### src/rtl/fetch_stage.sv
// Instruction-fetch stage: owns the PC, reads one byte per cycle and assembles
// the 16-bit IF/ID word {imm, ins}, folding 2-byte LOADIMM into a single word.
module fetch_stage #(
   parameter logic [7:0] NOP_INS  = 8'h00,
   parameter logic [7:0] RESET_PC = 8'h00
) (
   input  logic        clk,
   input  logic        rst,
   output logic [7:0]  imem_addr,
   input  logic [7:0]  imem_data,
   input  logic        pc_en,
   input  logic [1:0]  pc_sec,
   input  logic [7:0]  br_target,
   input  logic [7:0]  lr_data,
   output logic [15:0] ifid_ins,
   output logic [7:0]  ifid_pc,
   output logic        ifid_valid,
   output logic [7:0]  ifid_ret
);

   localparam logic [3:0]  OP_LOADIMM = 4'hf;
   localparam logic [15:0] BUBBLE     = {8'h00, NOP_INS};

   typedef enum logic {
      FETCH,
      FETCH_IMM
   } state_t;

   state_t      state, state_nxt;
   logic [7:0]  pc, pc_nxt;
   logic [7:0]  hold, hold_nxt;
   logic [7:0]  hold_pc, hold_pc_nxt;
   logic [15:0] ifid_ins_nxt;
   logic [7:0]  ifid_pc_nxt;
   logic        ifid_valid_nxt;

   assign imem_addr = pc;
   assign ifid_ret  = ifid_pc + ((ifid_ins[7:4] == OP_LOADIMM) ? 8'd2 : 8'd1);

   always_ff @(negedge clk or negedge rst) begin
      if (!rst) begin
         pc         <= RESET_PC;
         state      <= FETCH;
         hold       <= 8'h00;
         hold_pc    <= 8'h00;
         ifid_ins   <= BUBBLE;
         ifid_pc    <= 8'h00;
         ifid_valid <= 1'b0;
      end else begin
         pc         <= pc_nxt;
         state      <= state_nxt;
         hold       <= hold_nxt;
         hold_pc    <= hold_pc_nxt;
         ifid_ins   <= ifid_ins_nxt;
         ifid_pc    <= ifid_pc_nxt;
         ifid_valid <= ifid_valid_nxt;
      end
   end

   // Priority: redirect, then stall (all defaults hold), then normal fetch.
   always_comb begin
      pc_nxt         = pc;
      state_nxt      = state;
      hold_nxt       = hold;
      hold_pc_nxt    = hold_pc;
      ifid_ins_nxt   = ifid_ins;
      ifid_pc_nxt    = ifid_pc;
      ifid_valid_nxt = ifid_valid;
      if (pc_sec != 2'b00) begin
         pc_nxt         = (pc_sec == 2'b10) ? lr_data : br_target;
         state_nxt      = FETCH;
         ifid_ins_nxt   = BUBBLE;
         ifid_valid_nxt = 1'b0;
      end else if (pc_en) begin
         pc_nxt = pc + 8'd1;
         case (state)
            FETCH: begin
               if (imem_data[7:4] == OP_LOADIMM) begin
                  hold_nxt       = imem_data;
                  hold_pc_nxt    = pc;
                  state_nxt      = FETCH_IMM;
                  ifid_ins_nxt   = BUBBLE;
                  ifid_valid_nxt = 1'b0;
               end else begin
                  ifid_ins_nxt   = {8'h00, imem_data};
                  ifid_pc_nxt    = pc;
                  ifid_valid_nxt = 1'b1;
               end
            end
            FETCH_IMM: begin
               ifid_ins_nxt   = {imem_data, hold};
               ifid_pc_nxt    = hold_pc;
               ifid_valid_nxt = 1'b1;
               state_nxt      = FETCH;
            end
            default: state_nxt = FETCH;
         endcase
      end
   end

endmodule

### config.mk
export PLATFORM = sky130hd
export DESIGN_NAME = fetch_stage
export DESIGN_NICKNAME = d
export VERILOG_FILES = /design/src/rtl/fetch_stage.sv
export SDC_FILE = /design/constraint.sdc
export NUM_CORES = 1
export LEC_CHECK = 0
export CORE_ASPECT_RATIO = 1.1
export CORE_MARGIN = 3
export CORE_UTILIZATION = 50
export CTS_BUF_LIST = sky130_fd_sc_hd__clkbuf_4 sky130_fd_sc_hd__clkbuf_8
export CTS_CLUSTER_SIZE = 10
export DETAILED_ROUTE_END_ITERATION = 10
export PLACE_DENSITY = 0.81
export SYNTH_ARGS = -nofsm -noshare
export SYNTH_HDL_FRONTEND = slang
export SYNTH_SLANG_ARGS = --single-unit
### constraint.sdc
create_clock -name clk -period 2.2 [get_ports clk]
set_input_delay 0.33 -clock clk [delete_from_list [all_inputs] [get_ports clk]]
set_output_delay 0.33 -clock clk [all_outputs]
set_load 0.1 [all_outputs]
==> summary.md, run 1 <==
| Metric | Value |
|---|---|
| Post-synth top area share | `0.488` |
| Leading area contributor after synthesis | `dfrtn_1` |
| Syn Nets | `293` |
| Row count | `26` |
| Synth Warn # | `0` |
| Synth cell types | `between 40 and 50` |
| Stop err | `[ERROR DPL-0038] Utilization greater than 100%, impossible to legalize` |
| Die Span Y | `81.1 um` |
| Die W | `74.3 um` |
| Longest Clk Path Bufs | `2` |
| Total clock sinks | `50` |
| Initial Util | `0.536` |
| Yosys reg bits | `50` |
| Placed Area | `between 4000 and 5000 um^2` |
| Syn Inst Count | `260` |
| Exit stage | `clock tree synthesis (4_1_cts)` |
| Mean post-synth cell area | `slightly below 10 um^2` |
| CTS root buf | `clkbuf_8` |
| Port bufs | `between 60 and 70` |
| Post-CTS sizing | `roughly 100` |
| H-tree depth | `2` |
| CTS Buf Count | `5` |
| Post-DP HPWL | `approximately 5700 um` |
| Post-Syn Area | `2560 um^2` |
| Io pins | `70` |
| Top cells by area, synth | `dfrtn_1, a21oi_1, o21ai_0` |
| RD Place Congestion | `about 0.83` |
| Hold_buf cts | `0` |
| Postcts setup bufs | `24` |
| Sequential fraction of the synthesis area | `0.488` |
| Post-Place Worst Slack | `-1.02 ns` |
| Status | `aborted with a tool error` |
## cell families after synthesis
group	Yosys count	synth area share
buffers and inverters	26	0.0425
adders and majority gates	4	0.0225
muxes	14	0.0693
and+or+nand+nor	81	0.170
AOI/OAI and AO/OA	78	0.183
DFF	50	0.488
xor gates and xnor gates	7	0.0239
## through the flow
stage	cells	hold slack (ns)
2_1_floorplan	260	0.401
3_5_place_dp	409	0.419
3_3_place_gp	409	0.414
## synth_stat cells
| cell | instances |
|---|---|
| or2_2 | 6 |
| o22ai_1 | 1 |
| o31ai_1 | 1 |
| nor3b_1 | 5 |
| inv_1 | 7 |
| xor2_1 | 2 |
| and3_1 | 3 |
| a21boi_0 | 1 |
| a22oi_1 | 11 |
| a211o_1 | 1 |
| nor2b_1 | 3 |
| nand4_1 | 4 |
| nand3_1 | 13 |
| nor3_4 | 1 |
| and2_1 | 1 |
| a31oi_1 | 2 |
| nor2_1 | 12 |
| buf_4 | 1 |
| nand2b_1 | 9 |
| or3b_4 | 1 |
| mux2_2 | 6 |
| a21oi_1 | 30 |
| o31a_1 | 2 |
| a221oi_1 | 2 |
| and3b_1 | 1 |
| a22o_1 | 1 |
| mux2_4 | 6 |
| o21bai_1 | 1 |
| mux2i_1 | 2 |
| fa_1 | 1 |
| ha_1 | 3 |
| o22a_1 | 1 |
| clkbuf_1 | 16 |
| buf_1 | 1 |
| a21o_1 | 1 |
| o21ai_0 | 20 |
| dfrtn_1 | 50 |
| xnor2_1 | 5 |
| nor3_1 | 2 |
| buf_6 | 1 |
| nand2_1 | 19 |
| and4_1 | 1 |
| a2bb2oi_1 | 2 |
| a41oi_1 | 1 |
==> inputs of run 2 (changes only) <==
CORE_ASPECT_RATIO = unset   (was 1.1)
CORE_UTILIZATION = 40   (was 50)
CTS_BUF_LIST = unset   (was sky130_fd_sc_hd__clkbuf_4 sky130_fd_sc_hd__clkbuf_8)
CTS_CLUSTER_SIZE = unset   (was 10)
PLACE_DENSITY = unset   (was 0.81)
PLACE_DENSITY_LB_ADDON = 0.15   (was unset)
==> run 2 against run 1 <==
Effect of this change:
- the flow now finishes, with violations (negative setup slack)
- synthesized area is the same
- synthesized cell count is the same
==> summary.md, run 2 <==
| Metric | Value |
|---|---|
| Worst Hold Path Cells | `1` |
| Hold WC Path Type | `reg -> reg` |
| Placed Area | `4230 um^2 (+1.2%)` |
| GRT Util Overall | `0.192` |
| FILL cells | `~390` |
| Die ar. | `about 7400 um^2` |
| Final Hold Viols | `0` |
| # DRC | `0` |
| WL final | `7110 um` |
| Fin worst setup slack | `-1.32 ns` |
| Sequential fraction of the synthesis area | `0.488 (unchanged)` |
| Final Max Slew Viols | `0` |
| Die Span Y | `86.0 um (+6.1%)` |
| Post-synthesis simple-gate area fraction | `0.170 (unchanged)` |
| Synth Area in XOR/XNOR | `0.0239 (unchanged)` |
| Worst EP required | `roughly 1.9 ns` |
| # nets final | `around 420` |
| Mean post-synth cell area | `9.86 um^2 (unchanged)` |
| Layout area overhead | `84.0%` |
| Stages on worst setup path | `8` |
| Max-Cap Viols | `0` |
| RSZ-0062 raised after global routing | `true` |
| Reg2reg path depth | `6` |
| Ys flop type | `dfrtn_1` |
| Core outline area | `slightly above 6000 um^2` |
| Worst rel slew slack | `0.812` |
| Post-synthesis mux area share | `0.0693 (unchanged)` |
| Port bufs | `69 (unchanged)` |
| Adder-cell share of the synthesized area | `0.0225 (unchanged)` |
| Post-DP HPWL | `4830 um (-15%)` |
| Longest Clk Path Bufs | `2 (unchanged)` |
| Avg WL per Cell | `around 15 um` |
| Max FFs per register | `16` |
| Initial antenna violation count | `0` |
| Antenna Nets Post-Route | `0` |
| Worst-margin pin slew | `approximately 0.28 ns` |
| Status | `finished with violations` |
| Synth Area in Compound Gates | `0.183 (unchanged)` |
| TritonCTS clock tree | `yes` |
| Share of cells above drive strength 1 | `0.465` |
| Synth Warn # | `0 (unchanged)` |
| Slowest stage delay, CP | `~0.44 ns` |
| Io pins | `70 (unchanged)` |
| Post-synth EDFFs | `0 (unchanged)` |
| WS Path Type | `reg -> out` |
| Switching Share | `0.417` |
| Commonest non-fill, non-tap cells in the layout | `dfrtn_1, buf_12, buf_4` |
| Antenna cells | `0` |
| Post-synth top area share | `0.488 (unchanged)` |
| Clock latency on the worst-skew pair | `0.30 ns` |
| Setup crit end kind | `primary output` |
| Synth cell types | `44 (unchanged)` |
| Yosys reg bits | `50 (unchanged)` |
| Row count | `28 (+7.7%)` |
| Post-Syn Area | `2560 um^2 (unchanged)` |
| Post-Route Skew | `about 0.0067 ns` |
| Largest family of logic cells by synthesized area | `compound AO/OA/AOI/OAI gates` |
| CTS Buf Count | `5 (unchanged)` |
| Crit path DAT | `between 3 and 4 ns` |
| Pin count of the biggest net entering global routing | `51` |
| Multi-input combinational cell area | `1470 um^2` |
| Most common library cells after synthesis | `dfrtn_1, a21oi_1, o21ai_0` |
| Internal Power | `between 2 and 2.5 mW` |
| Commonest non-fill, non-tap cell in the layout | `dfrtn_1` |
| DR iter-0 viols | `150` |
| Vias per Instance | `5.25` |
| Async SR Flop Fraction | `1.00 (unchanged)` |
| Seq pwr share | `0.317` |
| H-tree depth | `2 (unchanged)` |
| Total clock sinks | `50 (unchanged)` |
| RD Place Congestion | `0.764 (-7.7%)` |
| Sequential cell area | `1250 um^2` |
| Syn Inst Count | `260 (unchanged)` |
| Initial Util | `0.423 (-0.113)` |
| Top cells by area, synth | `dfrtn_1, a21oi_1, o21ai_0` |
| VDD IR max | `about 0.0007 V` |
| Slowest stage cell, crit path | `dfrtn_1` |
| Total vias in the final route | `about 2400` |
| Design area | `about 4700 um^2` |
| CTS clk-pin slew, worst paths | `approximately 0.070 ns` |
| Largest delay contributor family on the critical path | `flip-flops` |
| Logic gate share of total power | `0.531` |
| Leading area contributor after synthesis | `dfrtn_1` |
| First-pass DRT Iterations | `4` |
| Biggest register | `ifid_ins` |
| Count leader, synth | `dfrtn_1` |
| CTS root buf | `clkbuf_8` |
| Worst path bufs/invs | `3` |
| CP Launch Type | `register` |
| Violated checks | `negative setup slack` |
| Die W | `86.0 um (+16%)` |
| Crit-path max FO | `3` |
| Final setup violating endpoints | `65` |
| CP dominant cell by count | `nand4_1` |
| Worst-path cell chain | `nand4_1, buf_4, inv_4, ha_4, a21o_1, nand4_1, xnor2_4, buf_12` |
| Leakage | `approximately 2.1 nW` |
| Syn Nets | `293 (unchanged)` |
| Pwr dens | `742 nW/um^2` |
| First-pass GRT wire length | `~11000 um` |
| Clock share of power | `0.153` |
| Grt total ovfl | `0` |
| Final Util | `0.778` |
| Vias in the first global route | `about 2400` |
| Switch Pwr | `between 1 and 1.5 mW` |
[run 2: cells by family after synthesis]
| group | count (synthesis) |
|---|---|
| AND/OR/NAND/NOR | 81 |
| AO/OA/AOI/OAI | 78 |
| flip-flops | 50 |
| buffers and inverters | 26 |
| multiplexers | 14 |
| XOR/XNOR | 7 |
| adder cells (fa/ha/maj) | 4 |
[run 2: per-layer routing]
| layer | share of wire | wire [um] | up-vias | track usage |
|---|---|---|---|---|
| li1 | - | - | 1182 | - |
| met1 | 0.43 | 3040 | 1151 | 0.252 |
| met2 | 0.51 | 3620 | 87 | 0.327 |
| met3 | 0.057 | 404 | 4 | 0.0384 |
| met4 | 0.0065 | 46 | 0 | 0.0460 |
| met5 | 0 | 0 | - | 0 |
[run 2: worst register-to-register path, cell delays in order, from the launching register on]
cell,delay (ns)
dfrtn_1,0.39
buf_4,0.15
buf_4,0.15
and3_1,0.25
or2_2,0.29
a221oi_1,0.26
nor2_1,0.08
[run 2: path summary, 6_finish.rpt]
| check | endpoint | slack (ns) | from |
|---|---|---|---|
| max in group asynchronous | hold_pc[6]$_DFFE_NN0P_ | 0.95 | rst |
| max | ifid_ret[7] | -1.32 | ifid_ins[6]$_DFFE_NN0P_ |
| min reg2reg | hold[5]$_DFFE_NN0P_ | 0.43 | hold[5]$_DFFE_NN0P_ |
| max reg2reg | imem_addr[3]$_DFFE_NN0P_ | 0.48 | imem_addr[0]$_DFFE_NN0P_ |
| min in group asynchronous | ifid_ins[12]$_DFFE_NN0P_ | 0.99 | rst |
| min | hold[5]$_DFFE_NN0P_ | 0.43 | hold[5]$_DFFE_NN0P_ |
[run 2: cell type report]
class,count,area share
Clock buffer,5,0.0146
Timing Repair Buffer,138,0.377
Inverter,7,0.00690
Sequential cell,50,0.265
Clock inverter,3,0.00451
Tap cell,75,0.0199
Multi-Input combinational cell,184,0.312
[run 2: per-stage QoR]
stage | power [mW] | hold WS (ns) | std cells | setup WS [ns] | setup TNS (ns)
floorplan | 2.15 | 0.401 | 260 | -1.95 | -33.13
global placement | 2.82 | 0.418 | 430 | -0.962 | -46.06
detailed placement | 2.84 | 0.422 | 430 | -1.00 | -47.75
CTS | 3.46 | 0.425 | 452 | -1.29 | -20.70
global route | 3.63 | 0.441 | 462 | -1.39 | -23.34
finish | 3.50 | 0.426 | 462 | -1.32 | -21.39
[run 2: timing repair]
action                     in CTS  in global routing
gates resized for setup        71                 17
cloned                          1                  0
setup buffers                  15                 19
pin swaps                      25                 23
hold buffers                    0                  0
setup endpoints to repair      91                 67
[run 2: power by group through the flow]
| stage | clock network, mW | registers [mW] | logic [mW] |
|---|---|---|---|
| finish | 0.535 | 1.11 | 1.86 |
| global route | 0.588 | 1.12 | 1.93 |
| CTS | 0.537 | 1.11 | 1.81 |
| detailed placement | 0 | 1.11 | 1.73 |
| global placement | 0 | 1.11 | 1.71 |
| floorplan | 0 | 1.54 | 0.615 |
Note: power is estimated with default switching activity, not from simulation.
==> inputs of run 3 (changes only) <==
CAP_MARGIN = 20   (was unset)
==> results of run 3 <==
Same layout as run 2: the final DEF is identical, and so are final timing and power.
==> inputs of run 4 (changes only) <==
==> constraint.sdc (replaced) <==
create_clock -name clk -period 2.2 [get_ports clk]
set_input_delay 0.33 -clock clk [delete_from_list [all_inputs] [get_ports clk]]
set_output_delay 0.33 -clock clk [all_outputs]
set_load 0.005 [all_outputs]
==> run 4 against run 3 <==
Effect of this change:
- the flow still finishes with violations (negative setup slack)
- clock power rose by 13%
- power fell by 27%
- combinational power fell by 54%
- first-iteration DRC count rose by 2.0%
- setup slack improved by 0.18 ns
- core utilization fell by 8.3 points
- critical path depth fell by 1
==> summary.md, run 4 (synthesis results as in run 2) <==
| Metric | Value |
|---|---|
| Final Hold Viols | `0 (unchanged)` |
| Die ar. | `7400 um^2 (unchanged)` |
| # nets final | `434 (+3.6%)` |
| First-pass DRT Iterations | `4 (unchanged)` |
| Pin count of the biggest net entering global routing | `51 (unchanged)` |
| Vias per Instance | `5.18 (-1.2%)` |
| Final Max Slew Viols | `0 (unchanged)` |
| Max FFs per register | `16 (unchanged)` |
| Row count | `28 (unchanged)` |
| Status | `finished with violations` |
| Die Span Y | `86.0 um (unchanged)` |
| Fin worst setup slack | `-1.14 ns (+0.184 ns)` |
| Crit-path max FO | `3 (unchanged)` |
| CP Launch Type | `register` |
| Final setup violating endpoints | `63 (-3.1%)` |
| Worst EP required | `1.87 ns (about the same)` |
| H-tree depth | `2 (unchanged)` |
| FILL cells | `465 (+20%)` |
| VDD IR max | `0.000452 V (-35%)` |
| Longest Clk Path Bufs | `2 (unchanged)` |
| WHS | `0.438 ns (+0.0121 ns)` |
| Io pins | `70 (unchanged)` |
| Pwr dens | `606 nW/um^2 (-18%)` |
| Commonest non-fill, non-tap cell in the layout | `dfrtn_1` |
| Core outline area | `6060 um^2 (unchanged)` |
| Vias in the first global route | `2308 (-2.3%)` |
| Grt total ovfl | `0 (unchanged)` |
| RD Place Congestion | `0.754 (-1.3%)` |
| CTS clk-pin slew, worst paths | `0.06 ns (about the same)` |
| Initial antenna violation count | `0 (unchanged)` |
| Setup crit end kind | `primary output` |
| Hold WC Path Type | `reg -> reg` |
| Post-Place Cells | `426 (-0.93%)` |
| Layout area overhead | `64.3%` |
| Avg WL per Cell | `15.4 um (about the same)` |
| Leakage | `2.04 nW (-4.1%)` |
| GRT Util Overall | `0.199 (+0.00693)` |
| DR iter-0 viols | `153 (+2.0%)` |
| Hold_buf cts | `0 (unchanged)` |
| Commonest non-fill, non-tap cells in the layout | `dfrtn_1, buf_4, buf_6` |
| TritonCTS clock tree | `yes` |
| Max-Cap Viols | `0 (unchanged)` |
| Biggest register | `ifid_ins` |
| Antenna cells | `0 (unchanged)` |
| Setup TNS | `-16.48 ns (+4.91 ns)` |
| Port bufs | `69 (unchanged)` |
| # DRC | `0 (unchanged)` |
| RSZ-0062 raised after global routing | `true` |
| Die W | `86.0 um (unchanged)` |
| Violated checks | `negative setup slack` |
| WS Path Type | `reg -> out` |
| First-pass GRT wire length | `11700 um (+2.8%)` |
| Worst-margin pin slew | `0.271 ns (-0.0103 ns)` |
| Initial Util | `0.423 (unchanged)` |
| Antenna Nets Post-Route | `0 (unchanged)` |
| CTS Buf Count | `5 (unchanged)` |
| Post-Route Skew | `0.00345 ns (-0.00328 ns)` |
| Post-Place Worst Slack | `-1.27 ns (-0.268 ns)` |
| Post-DP HPWL | `4630 um (-4.2%)` |
| Share of cells above drive strength 1 | `0.465 (about the same)` |
| Total clock sinks | `50 (unchanged)` |
| WL final | `7350 um (+3.3%)` |
| Crit path DAT | `3.01 ns (-0.18 ns)` |
| Pwr Total | `2.55 mW (-27%)` |
| Worst rel slew slack | `0.820 (+0.00725)` |
| CTS root buf | `clkbuf_8` |
| Total vias in the final route | `2473 (+2.0%)` |
| Post-Layout Cell Count | `477 (+3.2%)` |
| Clock latency on the worst-skew pair | `0.30 ns (about the same)` |
## run 4: cell count changes in the layout (fill, tap and decap cells not counted), moves of 3 or more
| cell | previous run | this run |
|---|---|---|
| buf_12 | 46 | 3 |
| buf_2 | 5 | 34 |
| buf_6 | 26 | 42 |
| buf_4 | 39 | 48 |
| xnor2_1 | 1 | 4 |
| xnor2_4 | 3 | 0 |
## run 4: final cells by class
type	count	area, um^2	area share
Multi-Input combinational cell	184	1380	0.329
Timing Repair Buffer	153	1350	0.321
Sequential cell	50	1250	0.297
Clock buffer	7	96.3	0.0229
Tap cell	75	93.8	0.0223
Inverter	7	26.3	0.00624
Clock inverter	1	8.76	0.00208
## run 4: critical path, cell delays in order, from the launching register on
cell and delay, ns:
dfrtn_1 0.36, nand4_1 0.14, ha_2 0.21, inv_2 0.04, fa_2 0.37, and3b_1 0.23, xor2_1 0.13, buf_2 0.13
## run 4: worst paths after layout
path	start	endpoint	slack, ns	cells after the start
min	hold[5]$_DFFE_NN0P_	hold[5]$_DFFE_NN0P_	0.44	1
min reg2reg	hold[5]$_DFFE_NN0P_	hold[5]$_DFFE_NN0P_	0.44	1
max in group asynchronous	rst	imem_addr[2]$_DFFE_NN0P_	0.95	2
max reg2reg	imem_addr[2]$_DFFE_NN0P_	imem_addr[3]$_DFFE_NN0P_	0.46	7
min in group asynchronous	rst	ifid_ins[3]$_DFFE_NN0P_	0.99	2
max	ifid_ins[5]$_DFFE_NN0P_	ifid_ret[6]	-1.14	7
## run 4: where the power goes
| part | switching, mW | internal (mW) | leakage, nW | total (mW) |
|---|---|---|---|---|
| registers | 0.0591 | 1.03 | 0.660 | 1.09 |
| clock network | 0.313 | 0.289 | 0.0544 | 0.602 |
| logic | 0.340 | 0.524 | 1.32 | 0.864 |
| total | 0.712 | 1.84 | 2.04 | 2.55 |
## run 4: timing repair
action	4_1_cts	5_1_grt
gates resized for setup	235	37
pin swaps	23	16
endpoints found under the setup margin	91	72
buffers inserted	31	21
gates cloned	1	1
## run 4: through the flow
step	util	cell area [um^2]
4_1_cts	0.671	4060
3_5_place_dp	0.603	3660
6_report	0.695	4210
5_1_grt	0.695	4210
3_3_place_gp	0.603	3660
2_1_floorplan	-	2700
## run 4: metal layers
metal | track usage | share of wire | up-vias | wire (um)
li1 | - | - | 1208 | -
met1 | 0.290 | 0.46 | 1175 | 3350
met2 | 0.307 | 0.48 | 85 | 3510
met3 | 0.0346 | 0.055 | 5 | 404
met4 | 0.0518 | 0.011 | 0 | 78
met5 | 0 | 0 | - | 0
